`src/rtl/fetch_pc_gen.sv`:
```
// -----------------------------------------------------------------------------
// fetch_pc_gen
//   Next-PC stage in front of the branch predictor. Holds the fetch PC,
//   presents it to the predictor (pc_cur) and to fetch (fetch_pc), and picks
//   the next fetch address from reset / redirect / stall / BTB+predictor /
//   sequential PC+4. A small direct-mapped BTB supplies taken targets.
//
// Ports
//   clk               clock, all state updates on the rising edge
//   rst               synchronous active-low reset
//   stall             fetch queue cannot accept; hold the PC
//   redir_vld/_pc     execute-stage redirect (overrides stall)
//   upd_vld/_pc/_target/_taken
//                     resolved-branch BTB write (taken branches only)
//   pc_cur            current fetch PC to the predictor
//   predict_take      predictor direction for pc_cur, same cycle
//   fetch_pc          PC handed to fetch (same as pc_cur)
//   fetch_vld         fetch_pc valid this cycle
//   fetch_pred_taken  BTB hit and predicted taken
//   fetch_pred_target predicted target, zero when not predicted taken
// -----------------------------------------------------------------------------
module fetch_pc_gen #(
   parameter logic [31:0] RESET_PC    = 32'h0000_0000,
   parameter int          BTB_ENTRIES = 8,
   localparam int         IDX_W       = $clog2(BTB_ENTRIES)
) (
   input  logic        clk,
   input  logic        rst,
   input  logic        stall,
   input  logic        redir_vld,
   input  logic [31:0] redir_pc,
   input  logic        upd_vld,
   input  logic [31:0] upd_pc,
   input  logic [31:0] upd_target,
   input  logic        upd_taken,
   output logic [31:0] pc_cur,
   input  logic        predict_take,
   output logic [31:0] fetch_pc,
   output logic        fetch_vld,
   output logic        fetch_pred_taken,
   output logic [31:0] fetch_pred_target
);

   localparam int TAG_W = 32 - IDX_W - 2;

   logic [31:0]      pc_q, pc_d;
   logic             btb_vld_q [BTB_ENTRIES];
   logic [TAG_W-1:0] btb_tag_q [BTB_ENTRIES];
   logic [31:0]      btb_tgt_q [BTB_ENTRIES];

   logic [IDX_W-1:0] lk_idx;
   logic [TAG_W-1:0] lk_tag;
   logic             lk_hit;
   logic [IDX_W-1:0] wr_idx;
   logic [TAG_W-1:0] wr_tag;
   logic             wr_en;

   // Byte offset of the update PC never reaches the BTB.
   logic unused_upd_bits;
   assign unused_upd_bits = ^upd_pc[1:0];

   // ---------------------------------------------------------------------------
   // Lookup: combinational on the held PC, so a same-cycle update is not seen.
   // ---------------------------------------------------------------------------
   assign lk_idx = pc_q[IDX_W+1:2];
   assign lk_tag = pc_q[31:IDX_W+2];
   assign lk_hit = btb_vld_q[lk_idx] && (btb_tag_q[lk_idx] == lk_tag);

   assign wr_idx = upd_pc[IDX_W+1:2];
   assign wr_tag = upd_pc[31:IDX_W+2];
   assign wr_en  = rst && upd_vld && upd_taken;

   // ---------------------------------------------------------------------------
   // Outputs
   // ---------------------------------------------------------------------------
   assign pc_cur            = pc_q;
   assign fetch_pc          = pc_q;
   assign fetch_vld         = rst && !stall;
   assign fetch_pred_taken  = lk_hit && predict_take && fetch_vld;
   assign fetch_pred_target = fetch_pred_taken ? btb_tgt_q[lk_idx] : 32'h0;

   // ---------------------------------------------------------------------------
   // Next-PC selection, highest priority first.
   // ---------------------------------------------------------------------------
   always_comb begin
      // NOTE: assign a default before any branch so no path leaves pc_d
      // unassigned; otherwise synthesis infers a latch.
      pc_d = pc_q + 32'd4;
      if (!rst) begin
         pc_d = RESET_PC;
      end else if (redir_vld) begin
         pc_d = redir_pc;
      end else if (stall) begin
         pc_d = pc_q;
      end else if (lk_hit && predict_take) begin
         pc_d = btb_tgt_q[lk_idx];
      end
   end

   // NOTE: sequential state uses non-blocking assignments so every register
   // samples the pre-edge values regardless of statement order.
   always_ff @(posedge clk) begin
      pc_q <= pc_d;
   end

   // Valid bits are the only BTB state that needs reset.
   always_ff @(posedge clk) begin
      if (!rst) begin
         for (int i = 0; i < BTB_ENTRIES; i++) btb_vld_q[i] <= 1'b0;
      end else if (wr_en) begin
         btb_vld_q[wr_idx] <= 1'b1;
      end
   end

   // NOTE: tag/target storage is deliberately not reset; an entry is only
   // ever read behind its valid bit, and leaving it unreset keeps it a plain
   // RAM-style array.
   always_ff @(posedge clk) begin
      if (wr_en) begin
         btb_tag_q[wr_idx] <= wr_tag;
         btb_tgt_q[wr_idx] <= upd_target;
      end
   end

endmodule

```
`config.mk`:
```
export PLATFORM = sky130hd
export DESIGN_NAME = fetch_pc_gen
export DESIGN_NICKNAME = d
export VERILOG_FILES = /design/src/rtl/fetch_pc_gen.sv
export SDC_FILE = /design/constraint.sdc
export NUM_CORES = 1
export LEC_CHECK = 0
export CAP_MARGIN = 0
export CORE_ASPECT_RATIO = 1.25
export CORE_MARGIN = 4
export CORE_UTILIZATION = 57
export CTS_CLUSTER_DIAMETER = 80
export DETAILED_ROUTE_END_ITERATION = 16
export GPL_TIMING_DRIVEN = 0
export PLACE_DENSITY_LB_ADDON = 0.3
export SLEW_MARGIN = 20
export SYNTH_ARGS = -nofsm -noshare
export SYNTH_HDL_FRONTEND = slang
export SYNTH_SLANG_ARGS = --single-unit
export TNS_END_PERCENT = 100
```
`constraint.sdc`:
```
create_clock -name clk -period 8.5 [get_ports clk]
set_input_delay 2.125 -clock clk [delete_from_list [all_inputs] [get_ports clk]]
set_output_delay 2.125 -clock clk [all_outputs]
set_load 0.02 [all_outputs]
```
==> results by group <==
Yosys
  – Ys Warns: 0
  – Predominant post-synthesis flop cell: edfxtp_1
  – Adder-Cell Fraction of Synth Area: 0.0592%
  – Compound-Gate Fraction of Synth Area: 3.78%
  – Post-synthesis cell count: 1173
  – Mapped Nets: 1277
  – Yosys reg bits: 515
  – Synth cell types: 56
  – Post-Syn Area: 21100 sq um
  – Synth Area per Inst: 18.0 sq um
  – Post-synth EDFFs: 472
  – Seq/Total Area, Yosys: 71.2%
  – Main combinational cell family by area after synthesis: multiplexers
  – Asr flop ratio synth: 0%
  – Post-Synth Simple-Gate Area: 4.64%
  – XOR/XNOR share of the synthesized area: 1.16%
  – Mux cell area share after synthesis: 16.2%

Setup path
  – Setup CP Type: flop to output pin
  – Most frequent CP cell: buf_2
  – CP max stage delay: 0.66 ns
  – Startpoint types: flop
  – Crit end category: output pin
  – Critical path data arrival time: 5.23 ns
  – Crit-path leading delay family: buffers and inverters
  – Worst path cell trace: buf_2 > buf_2 > mux4_2 > mux2i_1 > xor2_1 > nand4_1 > nor2_1 > nand2_1 > nor4_1 > nand3_1 > buf_2 > nor2_1 > clkdlybuf4s50_1
  – Crit Path Max Fanout: 10
  – Crit path required time: 6.38 ns
  – CP bufs+invs: 4
  – Critical Path Slowest Stage Cell: clkdlybuf4s50_1

CTS
  – Hold_buf cts: 0
  – CTS Root Cell: clkbuf_16
  – Cts repair resizes: 0
  – Clock buffer count from CTS: 47
  – Clk sinks: 515
  – Later-pin clock latency in the skew report: 0.57 ns
  – H-tree depth: 2
  – Post-CTS Setup Repair Bufs: 0
  – Max clock buf depth: 3
  – CTS clk-pin slew, worst paths: 0.06 ns
  – CTS tree: built

Routing
  – # DRC: 0
  – WL per Instance: 27.3 um
  – TritonRoute pass-1 iters: 8
  – Detailed Route WL: 54.0 mm
  – Routed vias/inst: 6.23
  – Iter 0 DRT Violations: 1444
  – Via Count: 12300
  – Final ANT Viol Nets: 0

Global routing
  – Vias in the first global route: 12400
  – Total grt overflow: 0
  – Initial antenna violation count: 0
  – Largest net degree at the start of global routing: 21
  – First-pass GRT wire length: 79.1 mm
  – Overall Global Routing Usage: 26.4%

Pwr
  – Cell Pwr Density: 208 nW/um^2
  – Power Internal: 4.19 mW
  – Clock share of power: 38.0%
  – Switching power total: 1.18 mW
  – Comb power frac: 9.3%
  – Leakage: 8.54 nW
  – Worst vdd ir: 0.179 mV
  – Final total power: 5.37 mW
  – Seq pwr share: 52.7%
  – Net Sw Frac: 22.0%

STA
  – RSZ-0062 raised after global routing: false
  – Fin worst setup slack: 1.15 ns
  – Max Clock Freq: 136 MHz
  – Worst-Margin Slew: 1.09 ns
  – Final setup fails: 0
  – Relative slew slack: 27.0%
  – Hold Fails Final Rpt: 0
  – Setup TNS: 0 ns
  – Setup Skew: 0.0193 ns
  – Min Tclk post-route: 7.35 ns
  – Final Cycle Share: 86.5%
  – Slew Limit Fails: 0

Finish
  – Layout cells sized above 1: 21.1%
  – Area of the multi-input gates: 5510 sq um
  – Final non-filler cell total: 1974
  – Design Area, Final: 25800 sq um
  – Final #Nets: 1560
  – FILL cells: 2316
  – Ant. Diodes: 0
  – Area Overhead vs Synth: 22.2%
  – Most common cell after layout, fill and taps aside: edfxtp_1
  – Most frequent cells in the layout: edfxtp_1, clkdlybuf4s50_1, mux4_2
  – Sequential cell area: 15000 sq um

Status
  – Outcome: completed

Placement
  – Dpl ws: 1.25 ns
  – Area post-placement: 24300 sq um
  – DP Cell Count: 1887
  – PortBufs: 196
  – GP Congestion: 0.968
  – Detailed Place HPWL: 38.1 mm

Die
  – Placeable Area: 36500 sq um
  – Placement Rows: 78
  – Full die area: 40200 sq um
  – Die Ht: 223 um
  – Initial Utilization: 57.9%
  – Ports: 201
  – Die width: 180 um

Hold path
  – Hold WC Path Type: flop to flop

Run
  – Max cap viols: 0
## cell families after synthesis
logic type	count (synthesis)
xor gates and xnor gates	28
AOI/OAI and AO/OA	121
adders and majority gates	1
buffers and inverters	115
and+or+nand+nor	196
muxes	197
DFF	515
## registers in the layout, summed over array words and instances (netlist names), named ones only
register and flops:
btb_tgt_q 256, btb_tag_q 216, fetch_pc 32, btb_vld_q 8
## path summary, 6_finish.rpt
kind / from / end / slack [ns] / cells after the start
max: flop / fetch_pred_target[16] / 1.15 / 13
min: btb_vld_q[4] / btb_vld_q[4] / 0.44 / 1
max reg2reg: flop / fetch_pc[23] / 4.44 / 10
min reg2reg: btb_vld_q[4] / btb_vld_q[4] / 0.44 / 1
## power by group through the flow
stage,clock [mW],sequential [mW],combinational [mW]
5_1_grt,2.16,2.83,0.525
3_5_place_dp,0,2.89,0.495
2_1_floorplan,0,2.89,0.269
6_report,2.04,2.83,0.497
3_3_place_gp,0,2.89,0.478
4_1_cts,2.06,2.83,0.498
## area by class of cell
cell class                      count  area share, %
Timing Repair Buffer              234           9.93
Multi-Input combinational cell    543           21.3
Inverter                           13          0.189
Clock buffer                       72           5.08
Sequential cell                   515           58.2
Clock inverter                     15          0.616
Tap cell                          480           2.33
Buffer                            102           2.29
## routing by layer
metal  vias to the layer above  track usage [%]  wire length (um)
met1                      6231             35.5             19900
met5                         -                0                 0
met4                         0             9.76              2160
met3                       132             4.53              4660
li1                       5245                -                 -
met2                       698             44.1             27200
## stage by stage
stage | utilization, % | hold slack (ns)
2_1_floorplan | - | 0.421
3_3_place_gp | 64.9 | 0.428
4_1_cts | 70.7 | 0.448
3_5_place_dp | 66.7 | 0.433
5_1_grt | 70.7 | 0.459
6_report | 70.7 | 0.444
## worst register-to-register path: stages, from the launching register on
cell	delay (ns)
dfxtp_1	0.44
buf_2	0.32
buf_2	0.42
buf_2	0.37
clkbuf_1	0.54
clkbuf_1	0.55
mux4_2	0.39
mux2i_1	0.56
nand2_1	0.12
nand2_1	0.10
a21oi_1	0.08
## Yosys cell counts, drive strengths merged (11+ instances only)
cell	instances	area (sq um)
nand2	33	126
a31oi	11	68.8
nand3	29	145
mux4	114	2570
clkbuf	26	97.6
edfxtp	472	14200
xor2	15	131
xnor2	13	114
nor3	11	55.1
buf	76	494
a21oi	26	130
inv	13	48.8
nor2	71	269
mux2	13	146
o21ai	31	155
dfxtp	43	861
nand4	11	75.1
mux2i	70	701
Power figures use the tool's default switching activity.
